<file path="src/rtl/paint_cursor_ctrl.sv">
// Joystick-driven cursor stepper issuing single-pixel paint writes or a full-canvas clear sweep.
// Sample in IDLE -> fb_req/cursor update two cycles later; fb_req holds address/data until fb_gnt.
module paint_cursor_ctrl #(
  parameter int              CANVAS_W = 160,
  parameter int              CANVAS_H = 120,
  parameter int              XW       = 8,
  parameter int              YW       = 7,
  parameter int              AW       = 15,
  parameter int              CENTER   = 512,
  parameter int              DEADZONE = 100,
  parameter logic [2:0]      BG_COLOR = 3'd0
) (
  input  logic          clk,
  input  logic          clr_n,
  input  logic          js_valid,
  input  logic [9:0]    js_x,
  input  logic [9:0]    js_y,
  input  logic [2:0]    js_btn,
  input  logic [2:0]    color,
  output logic          fb_req,
  input  logic          fb_gnt,
  output logic [AW-1:0] fb_addr,
  output logic [2:0]    fb_wdata,
  output logic [XW-1:0] cur_x,
  output logic [YW-1:0] cur_y,
  output logic          busy
);

  typedef enum logic [1:0] {IDLE, MOVE, PAINT, CLEAR} state_t;

  localparam logic [10:0]   HI_TH     = 11'(CENTER + DEADZONE);
  localparam logic [10:0]   LO_TH     = 11'(CENTER - DEADZONE);
  localparam logic [XW-1:0] X_MAX     = XW'(CANVAS_W - 1);
  localparam logic [YW-1:0] Y_MAX     = YW'(CANVAS_H - 1);
  localparam logic [AW-1:0] ROW_PITCH = AW'(CANVAS_W);
  localparam logic [AW-1:0] LAST_ADDR = AW'(CANVAS_W * CANVAS_H - 1);

  state_t        state_q, state_d;
  logic [XW-1:0] cur_x_q, cur_x_d, new_x;
  logic [YW-1:0] cur_y_q, cur_y_d, new_y;
  logic [9:0]    js_x_q, js_x_d, js_y_q, js_y_d;
  logic          pen_q, pen_d, hist_q, hist_d;
  logic [2:0]    color_q, color_d, fb_wdata_q, fb_wdata_d;
  logic          fb_req_q, fb_req_d;
  logic [AW-1:0] fb_addr_q, fb_addr_d, paint_addr;
  logic          unused_btn;

  assign unused_btn = js_btn[2];

  // Saturating one-pixel step from the latched sample; stick up moves toward row 0.
  always_comb begin
    new_x = cur_x_q;
    new_y = cur_y_q;
    if (({1'b0, js_x_q} > HI_TH) && (cur_x_q != X_MAX)) begin
      new_x = cur_x_q + XW'(1);
    end else if (({1'b0, js_x_q} < LO_TH) && (cur_x_q != '0)) begin
      new_x = cur_x_q - XW'(1);
    end
    if (({1'b0, js_y_q} > HI_TH) && (cur_y_q != '0)) begin
      new_y = cur_y_q - YW'(1);
    end else if (({1'b0, js_y_q} < LO_TH) && (cur_y_q != Y_MAX)) begin
      new_y = cur_y_q + YW'(1);
    end
    paint_addr = AW'(new_y) * ROW_PITCH + AW'(new_x);
  end

  always_comb begin
    state_d    = state_q;
    cur_x_d    = cur_x_q;
    cur_y_d    = cur_y_q;
    js_x_d     = js_x_q;
    js_y_d     = js_y_q;
    pen_d      = pen_q;
    hist_d     = hist_q;
    color_d    = color_q;
    fb_req_d   = fb_req_q;
    fb_addr_d  = fb_addr_q;
    fb_wdata_d = fb_wdata_q;
    case (state_q)
      IDLE: begin
        if (js_valid) begin
          js_x_d  = js_x;
          js_y_d  = js_y;
          pen_d   = js_btn[0];
          color_d = color;
          hist_d  = js_btn[1];
          if (js_btn[1] && !hist_q) begin
            state_d    = CLEAR;
            fb_req_d   = 1'b1;
            fb_addr_d  = '0;
            fb_wdata_d = BG_COLOR;
          end else begin
            state_d = MOVE;
          end
        end
      end
      MOVE: begin
        cur_x_d = new_x;
        cur_y_d = new_y;
        if (pen_q) begin
          state_d    = PAINT;
          fb_req_d   = 1'b1;
          fb_addr_d  = paint_addr;
          fb_wdata_d = color_q;
        end else begin
          state_d = IDLE;
        end
      end
      PAINT: begin
        if (fb_gnt) begin
          fb_req_d = 1'b0;
          state_d  = IDLE;
        end
      end
      CLEAR: begin
        if (fb_gnt) begin
          if (fb_addr_q == LAST_ADDR) begin
            fb_req_d = 1'b0;
            state_d  = IDLE;
          end else begin
            fb_addr_d = fb_addr_q + AW'(1);
          end
        end
      end
      default: state_d = IDLE;
    endcase
  end

  always_ff @(posedge clk or negedge clr_n) begin
    if (!clr_n) begin
      state_q    <= IDLE;
      cur_x_q    <= XW'(CANVAS_W / 2);
      cur_y_q    <= YW'(CANVAS_H / 2);
      js_x_q     <= '0;
      js_y_q     <= '0;
      pen_q      <= 1'b0;
      hist_q     <= 1'b0;
      color_q    <= '0;
      fb_req_q   <= 1'b0;
      fb_addr_q  <= '0;
      fb_wdata_q <= '0;
    end else begin
      state_q    <= state_d;
      cur_x_q    <= cur_x_d;
      cur_y_q    <= cur_y_d;
      js_x_q     <= js_x_d;
      js_y_q     <= js_y_d;
      pen_q      <= pen_d;
      hist_q     <= hist_d;
      color_q    <= color_d;
      fb_req_q   <= fb_req_d;
      fb_addr_q  <= fb_addr_d;
      fb_wdata_q <= fb_wdata_d;
    end
  end

  assign fb_req   = fb_req_q;
  assign fb_addr  = fb_addr_q;
  assign fb_wdata = fb_wdata_q;
  assign cur_x    = cur_x_q;
  assign cur_y    = cur_y_q;
  assign busy     = (state_q != IDLE);

endmodule

</file>
<file path="config.mk">
export PLATFORM = sky130hd
export DESIGN_NAME = paint_cursor_ctrl
export DESIGN_NICKNAME = d
export VERILOG_FILES = /design/src/rtl/paint_cursor_ctrl.sv
export SDC_FILE = /design/constraint.sdc
export NUM_CORES = 1
export LEC_CHECK = 0
export ABC_AREA = 1
export CAP_MARGIN = 25
export CELL_PAD_IN_SITES_DETAIL_PLACEMENT = 2
export CELL_PAD_IN_SITES_GLOBAL_PLACEMENT = 2
export CORE_UTILIZATION = 33
export DETAILED_ROUTE_END_ITERATION = 12
export PLACE_DENSITY_LB_ADDON = 0.1
export SYNTH_ARGS = -nofsm -noshare
export SYNTH_HDL_FRONTEND = slang
export SYNTH_SLANG_ARGS = --single-unit
</file>
<file path="constraint.sdc">
create_clock -name clk -period 6.6 [get_ports clk]
set_input_delay 0.99 -clock clk [delete_from_list [all_inputs] [get_ports clk]]
set_output_delay 0.99 -clock clk [all_outputs]
set_load 0.05 [all_outputs]
</file>
* Word level (Yosys, flattened, before mapping)
Index checks and enable logic that the tools add are counted.
Storage, ports and cells: register bits 61, input port bits 30, output and inout port bits 35, logic and storage cells 80
Operators by class: add/sub/neg operators 6, multiply operators 1, magnitude comparators 4, equality and inequality tests 13, multiplexer cells 28, reductions and logical operators 17
Operators with widths (number):
- 2-to-1 mux 15 bit | 5
- case mux 15 bit (3 select lines) | 1
- greater-than comparator 10 bit (second input constant) | 2
- less-than comparator 10 x 9 -> 1 bit (second input constant) | 2
- 2-to-1 mux 8 bit | 2
- adder 15 x 1 -> 15 bit (second input constant) | 1
- adder 15 x 8 -> 15 bit | 1
- equality test 15 bit (second input constant) | 1
- 2-to-1 mux 7 bit | 2
- inequality test 2 bit (second input constant) | 7
- 2-to-1 mux 2 bit | 6
- AND reduction 6 bit | 2
- multiplier 7 x 3 -> 10 bit (second input constant) | 1
- 2-to-1 mux 3 bit | 3
- adder 8 x 1 -> 8 bit (second input constant) | 1
- inequality test 8 bit (second input constant) | 1
- case mux 2 bit (4 select lines) | 1
- AND reduction 4 bit | 2
- nonzero test 8 bit | 1
- subtractor 8 x 1 -> 8 bit (second input constant) | 1
- adder 7 x 1 -> 7 bit (second input constant) | 1
- inequality test 7 bit (second input constant) | 1
- nonzero test 7 bit | 1
- subtractor 7 x 1 -> 7 bit (second input constant) | 1
- other kinds (11) | 22

* Longest topological paths before layout
Gate-level depths: netlist (run 1).
depth in word-level cells 8, mapped depth 27, mapped depth without buffers 27

* Least setup slack after synthesis (run 1)
No wires, ideal clock.
kind register to register, from register cur_y_q[0] (netlist: cur_y[0]), to register fb_addr_q[14] (netlist: fb_addr[14]), setup time 0.066 ns, arrival 3.669 ns, required time 6.534 ns, path slack 2.865 ns, cell stages (with the launch flop) 22, buffers on the path 0, period minus slack after synthesis 3.735 ns, cells stage by stage dfrtp_1 > inv_1 > ha_1 > nand2_1 > nor2_1 > nor2_2 > nand2_2 > o21ai_0 > inv_1 > ha_1 > ha_1 > fa_1 > inv_1 > nor3_1 > nand2_1 > nor2_1 > nand3_1 > nand2_1 > nand2_1 > nand2_1 > nand2_1 > nand2_1
On the way: longest elaborated chain between the ends 8, elaborated cells on any way between the ends 12, classes of those cells 3 x add/sub; 1 x mul; 1 x eq/ne; 4 x mux; 3 x reduce/logical
Ends and longest elaborated chain:
- from (decl) | RTL line 40 | logic [YW-1:0] cur_y_q, cur_y_d, new_y;
- from (signal assigned) | RTL line 133 | cur_y_q <= YW'(CANVAS_H / 2);
- from (signal assigned) | RTL line 145 | cur_y_q <= cur_y_d;
- branches (longest 3 deep; another with adder 7 x 1 -> 7 bit)
- 2-to-1 mux 7 bit * | RTL line 59 | if (({1'b0, js_y_q} > HI_TH) && (cur_y_q != '0)) begin
- net new_y[1] | RTL line 40
- multiplier 7 x 3 -> 10 bit * | RTL line 64 | paint_addr = AW'(new_y) * ROW_PITCH + AW'(new_x);
- adder 15 x 8 -> 15 bit * | RTL line 64
- 2-to-1 mux 15 bit * | RTL line 100 | if (pen_q) begin
- case mux 15 bit (3 select lines) * | RTL line 79 | case (state_q)
- to (signal assigned) | RTL line 152 | fb_addr_q <= fb_addr_d;
- to (decl) | RTL line 45 | logic [AW-1:0] fb_addr_q, fb_addr_d, paint_addr;
Mark *: on every way through the listed nets, which the timed path passes. The select of a mux whose other input is x is not followed. A chain may end at the register's enable or synchronous reset.

* Worst setup path in the final report (run 1)
Same ends and word-level chain as after synthesis.

==> flow_summary.ini, run 1 <==
[die]
die_w_um = 113
initial_utilization_pct = 33.8
ios = 65
die_y_um = 113
core.rowCount = 40
core_area_sq_um = 12000
die_area_sq_um = 12700

[global_routing]
grt.total_usage_pct = 21.6
grt_pass1_vias = 4405
grt_start_max_net_pins = 62
overflow = 0
antenna_found_initial = 0
grt_pass1_wl_um = 21500

[route]
wire_per_inst_um = 16.6
wl_met3_um = 352
first_pass_iters = 4
top_layer_used = met4
drt_iter0_drc = 117
drc = 0
post_drt_via_cell_ratio = 5.14
postRouteWirelength_um = 12600
ant_nets = 0
met1Wirelength_um = 5520
num_vias = 3891
wl_met2_um = 6500

[timing]
period_needed_ns = 4.11
drv_slew = 0
finalSetupViolCount = 0
max_slew_margin_pct = 44.2
setup_tns_ns = 0
fin_skew_ns = 0.00975
final_hold_viol_count = 0
rsz0062_at_grt = false
fin_crit_sh_pct = 62.2
worstMarginPinSlew_ns = 0.837
fmax_mhz = 244

[run_status]
status = finished clean

[placed_design]
place_congestion = 0.807
port_buffers = 63
post-dp-hpwl_um = 9410

[setup_path]
critPathMaxStageDelay_ns = 0.58
crit_fanout = 8
crit_chain = inv_1 -> ha_1 -> nand2_1 -> nor2_1 -> nor2_2 -> nand2_2 -> o21ai_0 -> inv_1 -> ha_1 -> ha_1 -> fa_1 -> inv_1 -> nor3_1 -> nand2_1 -> nor2_1 -> nand3_1 -> nand2_1 -> nand2_1 -> nand2_1 -> nand2_1 -> nand2_1
worstPathArrival_ns = 4.38
r2r_cells = 21
rr_startpoint = cur_y[0]
cpMostUsedCell = nand2_1
cpMaxStageDelayCell = fa_1
worstSetupStartpointType = flip-flop
worstPathRequired_ns = 6.87
reg2reg_to = fb_addr[14]
reg2reg_slack_ns = 2.49
critical_path_class = flip-flop to flip-flop
end_kind = flip-flop

[final_layout]
final_common_cell = nand2_1
fin_nets = 656
layout-drive-gt1-share_pct = 10.2
syn2layout_area_growth_pct = 26.5
n_antenna_cell = 0
mostFrequentLayoutCells = nand2_1, clkdlybuf4s50_1, inv_1

[run]
cap_violations = 0

[cts]
post-cts-setup-buffers = 0
clockBufferDepth = 2
cts_root_buf = clkbuf_16
cts_buffers = 9
ctsHoldBuffers = 0
cts.clk_slew.worst_paths_ns = 0.05
insertion_delay_ns = 0.34
ctsResizeCount = 0
cts.sinks = 61
cts_tree = built
htree_num_levels = 3

[min_path]
hold_start = fb_req
hold_depth = 2
holdPathEnd = fb_req
min_path_type = flip-flop to flip-flop

[logic_synthesis]
netlist_instances = 540
syn_nets = 591
yosysSeqAreaShare_pct = 37.8
ys_warn_count = 0
syn_area_sq_um = 4060
syn_area_per_cell_sq_um = 7.52
yosys_register_bits = 61
synth.distinct_cells = 42
-- cells by family (layout without fill, tap and decap cells) --
kind of cell / Yosys count / after routing / synth area share, %
compound gates: 86 / 86 / 12.1
simple gates: 263 / 263 / 27.7
flops: 61 / 61 / 37.8
xor+xnor: 16 / 16 / 3.45
fa+ha+maj: 21 / 21 / 6.84
mux: 17 / 17 / 4.72
buf+inv: 76 / 146 / 7.37
-- synthesized netlist by cell type (all sizes together) --
cell,n,area share (%)
nand2,150,14
buf,6,0.89
dfrtp,55,34
dfstp,6,3.9
a31oi,3,0.46
o211ai,3,0.55
or2,2,0.31
clkinv,2,0.19
a22oi,1,0.19
o221ai,1,0.22
o22a,1,0.22
xnor2,2,0.43
nor4,1,0.15
fa,2,0.99
a21o,1,0.19
o21ai,47,5.8
nor2,50,4.9
o31ai,4,1.1
nand3,46,6.0
nand3b,1,0.19
mux2,17,4.7
o22ai,3,0.46
nand4,6,0.92
ha,19,5.9
inv,62,5.7
nor3,6,0.86
clkbuf,6,0.55
xor2,14,3.0
and2,1,0.15
o21bai,1,0.19
a21oi,19,2.3
a21boi,2,0.37
-- area by class of cell --
class                           count  area [sq um]
Multi-Input combinational cell    403          2230
Tap cell                          147           184
Timing Repair Buffer               66           648
Clock inverter                      6          72.6
Clock buffer                       10           229
Inverter                           64           240
Sequential cell                    61          1530
Fill cell                        1409          6880
-- worst max-delay path by stage --
stage	startpoint	endpoint	slack [ns]	depth (start not counted)
2_1_floorplan	cur_y[0]	fb_addr[14]	2.87	21
3_5_place_dp	cur_y[0]	fb_addr[14]	2.43	22
6_report	cur_y[0]	fb_addr[14]	2.49	21
3_3_place_gp	cur_y[0]	fb_addr[14]	2.63	21
5_1_grt	cur_y[0]	fb_addr[14]	2.11	22
4_1_cts	cur_y[0]	fb_addr[14]	2.43	21
-- flip-flops by register name, indices dropped and copies added, names as in the netlist --
| register | flops |
|---|---|
| js_y_q | 10 |
| js_x_q | 10 |
| state_q | 2 |
| cur_y | 7 |
| fb_req | 1 |
| color_q | 3 |
| fb_wdata | 3 |
| pen_q | 1 |
| cur_x | 8 |
| fb_addr | 15 |
| hist_q | 1 |
-- per-layer routing --
layer / GRT usage (%) / up-vias
met3: 4.61 / 17
met1: 25.5 / 1926
met2: 39.3 / 46
met4: 6.49 / 0
li1: - / 1902
met5: 0 / -
-- worst max-delay path, delay by kind of cell (launching register included) --
family / cells / cell delay (ns)
buffers and inverters: 3 / 0.33
and+or+nand+nor: 13 / 1.49
DFF: 1 / 0.45
adders and majority gates: 4 / 1.37
AOI/OAI and AO/OA: 1 / 0.40
-- through the flow --
step / area, sq um / worst slack [ns] / hold WS, ns / cells / util [%]
6_report: 5130 / 2.49 / 0.497 / 757 / 42.7
5_1_grt: 5130 / 2.11 / 0.531 / 757 / 42.7
4_1_cts: 5130 / 2.43 / 0.509 / 757 / 42.7
3_5_place_dp: 4830 / 2.43 / 0.494 / 741 / 40.2
3_3_place_gp: 4830 / 2.63 / 0.467 / 741 / 40.2
2_1_floorplan: 4060 / 2.87 / 0.454 / 540 / -
Power of run 1 is left out: the tool's default activity adds up to more than one toggle a clock period on the data nets, which glitch-free logic cannot reach.
==> inputs of run 2 (changes only) <==
--- a/config.mk
+++ b/config.mk
@@ -9,7 +9,7 @@
 export CAP_MARGIN = 25
 export CELL_PAD_IN_SITES_DETAIL_PLACEMENT = 2
 export CELL_PAD_IN_SITES_GLOBAL_PLACEMENT = 2
-export CORE_UTILIZATION = 33
+export CORE_UTILIZATION = 31
 export DETAILED_ROUTE_END_ITERATION = 12
 export PLACE_DENSITY_LB_ADDON = 0.1
 export SYNTH_ARGS = -nofsm -noshare
==> constraint.sdc (replaced) <==
create_clock -name clk -period 4.2 [get_ports clk]
set_input_delay 0.63 -clock clk [delete_from_list [all_inputs] [get_ports clk]]
set_output_delay 0.63 -clock clk [all_outputs]
set_load 0.05 [all_outputs]
==> run 2 against run 1 <==
Wire length increased by 3.0%. Clock skew is essentially flat. Design area is 2.9% higher. Core utilization shrank 1.0 points. Critical path depth rose by 1. Sequential cell count is the same. Global-route usage decreased by 0.22 points. Worst hold slack worse by 0.23 ns. Register-to-register slack worse by 2.1 ns. Via count grew 0.77%. Critical endpoint is now fb_addr[13].
==> flow_summary.ini, run 2 (synthesis results as in run 1) <==
[global_routing]
grt.total_usage_pct = 21.4
antenna_found_initial = 0
overflow = 0
grt_pass1_vias = 4404
grt_pass1_wl_um = 21900
grt_start_max_net_pins = 40

[final_layout]
design_area_sq_um = 5280
mostFrequentLayoutCells = nand2_1, clkdlybuf4s50_1, inv_1
n_fill_cell = 1474
largest_reg_flops = 15
layout-drive-gt1-share_pct = 12.2
fin_util_pct = 41.7
fin_nets = 661
syn2layout_area_growth_pct = 30.1
final_common_cell = nand2_1
n_antenna_cell = 0

[run_status]
status = finished clean

[timing]
fin_ws_ns = 0.387
drv_slew = 0
setup_tns_ns = 0
fin_crit_sh_pct = 90.8
rsz0062_at_grt = false
fin_skew_ns = 0.00954
final_hold_viol_count = 0
fmax_mhz = 262
worstMarginPinSlew_ns = 0.614
finalSetupViolCount = 0
max_slew_margin_pct = 58.8
period_needed_ns = 3.81

[run]
cap_violations = 0

[die]
core.rowCount = 41
die_area_sq_um = 13600
die_w_um = 116
die_y_um = 116
ios = 65
core_area_sq_um = 12700
initial_utilization_pct = 32.0

[route]
num_vias = 3921
drc = 0
ant_nets = 0
drt_iter0_drc = 120
post_drt_via_cell_ratio = 4.98
first_pass_iters = 4
postRouteWirelength_um = 12900
wire_per_inst_um = 16.4

[setup_path]
critPathMaxStageDelay_ns = 0.43
crit_fanout = 6
reg2reg_slack_ns = 0.39
worstSetupStartpointType = flip-flop
cpMostUsedCell = nand2_1
critical_path_class = flip-flop to flip-flop
cp_num_buf_inv = 3
crit_chain = inv_1 -> ha_1 -> nand2_1 -> nor2_1 -> nor2_2 -> buf_4 -> nand3_1 -> nand2_1 -> xor2_1 -> ha_1 -> ha_1 -> inv_1 -> or2_2 -> a21boi_1 -> nand3_1 -> nor2_1 -> nand2_1 -> nand3b_1 -> nand3_1 -> nand2_1 -> nand2_1 -> nand2_1
worstPathArrival_ns = 4.05
worstPathRequired_ns = 4.44
end_kind = flip-flop
critPathTopFamily = simple AND/OR/NAND/NOR gates
cpMaxStageDelayCell = dfrtp_2

[cts]
cts.clk_slew.worst_paths_ns = 0.06
cts.sinks = 61
htree_num_levels = 3
cts_buffers = 9
insertion_delay_ns = 0.35
clockBufferDepth = 2
cts_root_buf = clkbuf_16
cts_tree = built

[placed_design]
placed_area_sq_um = 4910
port_buffers = 63
place_congestion = 0.822
place_ws_ns = 0.0989
post-dp-hpwl_um = 9740

[min_path]
min_path_type = input pin to asynchronous set/reset pin
-- run 2: changes by cell type in the layout (fill, tap and decap cells not counted), sizes merged --
| cell | before | now |
|---|---|---|
| inv | 63 | 64 |
| clkbuf | 10 | 9 |
| buf | 4 | 9 |
-- run 2: layout make-up --
cell class                      count  area (sq um)  share of cell area (%)
Tap cell                          172           215                    4.07
Sequential cell                    61          1540                    29.1
Timing Repair Buffer               71           726                    13.7
Inverter                           64           240                    4.55
Multi-Input combinational cell    403          2260                    42.7
Clock inverter                      7          83.8                    1.59
Clock buffer                        9           225                    4.26
-- run 2: worst paths after layout --
check | from | to | depth (start not counted)
max in group asynchronous | clr_n | cur_x[6] | 2
worst min register to register | fb_wdata[2] | fb_wdata[2] | 2
worst min-delay path | clr_n | js_y_q[9] | 1
worst max register to register | cur_y[0] | fb_addr[13] | 22
min in group clk | fb_wdata[2] | fb_wdata[2] | 2
worst max-delay path | cur_y[0] | fb_addr[13] | 22
-- run 2: what timing repair did --
action                                  in CTS  in global routing
hold buffers                                 0                  0
buffers inserted                             0                  1
gates resized for setup                      0                  8
endpoints found under the setup margin       0                  3
-- run 2: stage by stage --
| step | hold slack (ns) | cells |
|---|---|---|
| global placement | 0.467 | 768 |
| detailed placement | 0.485 | 769 |
| CTS | 0.478 | 785 |
| finish | 0.262 | 787 |
| floorplan | 0.334 | 540 |
| global route | 0.301 | 787 |
-- run 2: per-layer routing --
metal	vias up	global-route usage (%)	part of all wire, %
met4	0	9.15	2.0
li1	1911	-	-
met5	-	0	0
met2	47	37.8	51
met3	15	3.22	2.9
met1	1948	25.7	44
Power of run 2 is left out for the same reason.
==> inputs of run 3 (changes only) <==
--- a/config.mk
+++ b/config.mk
@@ -10,6 +10,7 @@
 export CELL_PAD_IN_SITES_DETAIL_PLACEMENT = 2
 export CELL_PAD_IN_SITES_GLOBAL_PLACEMENT = 2
 export CORE_UTILIZATION = 31
+export CTS_CLUSTER_SIZE = 10
 export DETAILED_ROUTE_END_ITERATION = 12
 export PLACE_DENSITY_LB_ADDON = 0.1
 export SYNTH_ARGS = -nofsm -noshare
==> results of run 3 <==
Final layout, timing and power as in run 2 (identical DEF).
Power of run 3 is left out for the same reason.
==> edit 1, RTL diff (settings of run 3) <==
Re-encode `state_t` (4 states) as Gray code, 2 bits wide.
--- a/src/rtl/paint_cursor_ctrl.sv
+++ b/src/rtl/paint_cursor_ctrl.sv
@@ -28,3 +28,3 @@
 
-  typedef enum logic [1:0] {IDLE, MOVE, PAINT, CLEAR} state_t;
+  typedef enum logic [1:0] {IDLE = 2'b00, MOVE = 2'b01, PAINT = 2'b11, CLEAR = 2'b10} state_t;
 
Formal check against the unedited RTL: same outputs for any inputs over 4 cycles, from zero or initial values; so few cycles prove little.
==> edit 1 against run 3 <==
  * Setup slack worse by 96 ps
  * Synthesized area is 2.9% higher
  * Design area is 1.6% higher
  * Wire length is 1.4% higher
  * Die area is 2.9% higher
  * Count of clock-buffer cells in the layout is 2 higher
  * Sequential share of layout area is 0.51 points lower
  * Sequential cell count stayed put
  * Worst hold slack better by 26 ps
  * Critical path type unchanged
  * Highest routed layer unchanged
  * Critical path depth is 1 higher
Power is left out: the tool's default activity adds up to more than one toggle a clock period on the data nets, which glitch-free logic cannot reach.
==> edit 1: results (changes against run 3) <==
| Metric | Value |
|---|---|
| Vias in the first global route | `4407 (+0.068%)` |
| Largest net degree at the start of global routing | `42 (+5.0%)` |
| Reg-to-reg setup timing slack | `290 ps (-100 ps)` |
| Yosys cell types | `44 (+4.8%)` |
| Number of cell instances on the worst register-to-register path | `23 (+4.5%)` |
| CLK BUF | `11 (+2)` |
| Max_slew headroom | `61.24% (+2.4 points)` |
| Slowest-stage cell, CP | `sky130_fd_sc_hd__dfrtp_1` |
| Mean routed wirelength per cell | `16.66 um (+1.4%)` |
| Flip-flop count of the largest register after layout | `15 (unchanged)` |
| FFs & Latches | `61 (unchanged)` |
| Share of post-route cells with drive strength above 1 | `12.93% (+0.73 points)` |
| Multi-input gate area | `0.002361 mm2 (+4.7%)` |
| Initial detailed-routing violation count | `109 (-9.2%)` |
| Worst endpoint data arrival time | `4140 ps (+90 ps)` |
| Synthesized netlist net count | `593 (+0.34%)` |
| Sequential cell area fraction in the yosys report | `36.72% (-1.1 points)` |
| Layout filler cell count | `1517 (+2.9%)` |
| Routability congestion estimate | `0.7822 (-4.8%)` |
| Post-layout min period | `3910 ps (+96.41 ps)` |
| Global router's overall resource usage | `20.45% (-0.92 points)` |
| Area occupied by registers | `0.001534 mm2 (-0.16%)` |
| Top fanout value on the critical path | `9 (+3)` |
| Non-clock buffer instance count of the final layout | `68 (-4.2%)` |
| Layout Skew | `4.054 ps (-5.486 ps)` |
| Number of multi-input logic gates | `390 (-3.2%)` |
| Fin Hold WS | `287.8 ps (+25.89 ps)` |
| Post-Place Worst Slack | `188.6 ps (+89.66 ps)` |
| Average via count per standard cell | `4.909 (-1.5%)` |
| DP HPWL | `10010 um (+2.8%)` |
| Outcome | `finished clean` |
| Signal buf overhead | `12.35% (-1.4 points)` |
[edit 1: what timing repair did]
| item | 4_1_cts | 5_1_grt |
|---|---|---|
| buffers inserted | 0 | 0 |
| endpoints found under the setup margin | 0 | 3 |
| gates resized for setup | 0 | 8 |
[edit 1: metrics by stage]
step | cells | TNS (ps) | instance area, um2
finish | 787 | 0 | 5368
global placement | 771 | 0 | 5012
floorplan | 537 | 0 | 4178
global route | 787 | -20.21 | 5368
CTS | 787 | 0 | 5314
detailed placement | 771 | 0 | 5012
[edit 1: routing by layer]
layer	global-route usage, %	wire length [um]
met5	0	0
met1	23.23	5682
met2	38.13	6946
met4	5.048	124
met3	4.748	357
[edit 1: kinds of logic after synthesis]
kind of cell	Yosys count	synth area share, %
buffers and inverters	86	8.056
AND/OR/NAND/NOR	229	24.89
adder cells (fa/ha/maj)	26	8.146
AO/OA/AOI/OAI	96	12.52
multiplexers	22	5.930
XOR/XNOR	17	3.744
flip-flops	61	36.72
==> edit 2, RTL diff (flow settings as in run 3) <==
Made on the original files. Change the parameter `CENTER` from 512 to 256.
--- a/src/rtl/paint_cursor_ctrl.sv
+++ b/src/rtl/paint_cursor_ctrl.sv
@@ -8,3 +8,3 @@
   parameter int              AW       = 15,
-  parameter int              CENTER   = 512,
+  parameter int              CENTER   = 256,
   parameter int              DEADZONE = 100,
Function: changed (Yosys sat finds a counterexample within 4 cycles, from zero or initial values).
==> edit 2 against run 3 <==
  * Wire length down 2.0%
  * Design area up 0.12%
  * Non-clock buffer count shrank 3
  * Synthesized area rose by 2.8%
  * Worst hold slack better by 190 ps
  * Setup slack improved by 20 ps
  * Sequential cell count unchanged
  * Critical path type unchanged
Power is left out: the tool's default activity adds up to more than one toggle a clock period on the data nets, which glitch-free logic cannot reach.
==> edit 2: results (changes against run 3) <==
| Metric | Value |
|---|---|
| Initial antenna violation count | `0 (unchanged)` |
| Routability congestion estimate | `0.8189 (-0.38%)` |
| Flip-flop cell with the highest count after synthesis | `sky130_fd_sc_hd__dfrtp_1` |
| Synthesized netlist net count | `592 (+0.17%)` |
| Layout Skew | `10.21 ps (+0.6742 ps)` |
| Vias in the first global route | `4449 (+1.0%)` |
| DP HPWL | `9507 um (-2.3%)` |
| Count of cells resized by post-cts repair | `0 (unchanged)` |
| Root buffer selected by CTS | `sky130_fd_sc_hd__clkbuf_16` |
| Share of cell area taken by muxes after synthesis | `6.117% (+1.4 points)` |
| Diodes inserted | `0 (unchanged)` |
| Xor-xnor portion of the synthesized cell area | `3.358% (-0.094 points)` |
| Sequential cell area fraction in the yosys report | `36.76% (-1.0 points)` |
| Detailed-route via count | `3916 (-0.13%)` |
| Outcome | `finished clean` |
| Buffers inserted during post-CTS setup optimization | `0 (unchanged)` |
| Number of I/O port buffers | `63 (unchanged)` |
| Commonest cells in the synthesized netlist | `sky130_fd_sc_hd__nand2_1, sky130_fd_sc_hd__inv_1, sky130_fd_sc_hd__dfrtp_1, sky130_fd_sc_hd__nor2_1, sky130_fd_sc_hd__o21ai_0` |
| Yosys cell types | `44 (+4.8%)` |
| Gate count after technology mapping | `540 (unchanged)` |
| Routed wire length | `12670 um (-2.0%)` |
| Adder-cell share of the synthesized area | `6.957% (+0.11 points)` |
| Flip-flop count of the largest register after layout | `15 (unchanged)` |
| Wire length of the first global-routing pass | `21640 um (-1.4%)` |
| H-tree depth | `3 (unchanged)` |
| Critical Path Max Stage Delay | `450 ps (+20 ps)` |
| Async set-or-reset flop fraction in the synthesized netlist | `100.0% (unchanged)` |
| Fraction of the mapped netlist area in compound gates | `13.25% (+1.2 points)` |
| Area after detailed placement | `0.004964 mm2 (+1.2%)` |
| Worst endpoint data arrival time | `4050 ps (about the same)` |
| Top fanout value on the critical path | `6 (unchanged)` |
| Family of cells with the greatest summed delay on the critical path | `simple AND/OR/NAND/NOR gates` |
| Warnings from Yosys | `0 (unchanged)` |
| Actual transition at the worst max-transition pin | `978.9 ps (+364.9 ps)` |
| Number of cells after detailed placement | `769 (unchanged)` |
| Number of CTS-inserted buffers | `9 (unchanged)` |
| Share of post-route cells with drive strength above 1 | `11.99% (-0.21 points)` |
| Worst hold path class | `in -> async` |
| Mean routed wirelength per cell | `16.14 um (-1.8%)` |
| Largest cells by area after synthesis | `sky130_fd_sc_hd__dfrtp_1, sky130_fd_sc_hd__nand2_1, sky130_fd_sc_hd__ha_1` |
| 1st-pass router iterations | `4 (unchanged)` |
| Initial detailed-routing violation count | `96 (-20%)` |
| Worst skew pair latency | `340 ps` |
| Max Root-Sink Buffers | `2 (unchanged)` |
| Largest net degree at the start of global routing | `40 (unchanged)` |
| Net count of the finished layout | `656 (-0.76%)` |
| Clock transition time at the flip-flop clock pins of the worst setup and hold paths | `60 ps (about the same)` |
| Slowest-stage cell, CP | `sky130_fd_sc_hd__dfrtp_1` |
| Global router's overall resource usage | `19.67% (-1.7 points)` |
-- edit 2: metal layers --
metal,global-route usage [%],share of wire [%],wire length [um]
met2,35.33,51,6493
met5,0,0,0
met4,7.452,1.5,195
met3,3.246,2.0,252
met1,23.29,45,5730
-- edit 2: cell families after synthesis --
group	Yosys count
and+or+nand+nor	245
AOI/OAI and AO/OA	96
buffers and inverters	77
DFF	61
muxes	23
adders and majority gates	22
xor gates and xnor gates	16
-- edit 2: final cells by class --
| cell class | count | area (um2) |
|---|---|---|
| Tap cell | 176 | 220.2 |
| Fill cell | 1550 | 7901 |
| Clock inverter | 6 | 86.33 |
| Clock buffer | 10 | 239.0 |
| Inverter | 62 | 232.7 |
| Sequential cell | 61 | 1534 |
| Timing Repair Buffer | 68 | 663.1 |
| Multi-Input combinational cell | 402 | 2313 |
-- edit 2: final timing paths --
path / to / slack [ps] / cells after the start / from
worst min-delay path: cur_y[6] / 450 / 1 / clr_n
max in group asynchronous: cur_x[4] / 2790 / 2 / clr_n
min in group clk: fb_wdata[0] / 490 / 2 / fb_wdata[0]
worst min register to register: fb_wdata[0] / 490 / 2 / fb_wdata[0]
worst max-delay path: fb_addr[14] / 410 / 22 / cur_y[0]
worst max register to register: fb_addr[14] / 410 / 22 / cur_y[0]
-- edit 2: metrics by stage --
stage / util, % / setup WS, ps
2_1_floorplan: - / 612.8
3_3_place_gp: 37.63 / 519.2
3_5_place_dp: 37.63 / 383.1
4_1_cts: 40.10 / 342.5
5_1_grt: 40.10 / 14.35
6_report: 40.10 / 407.0
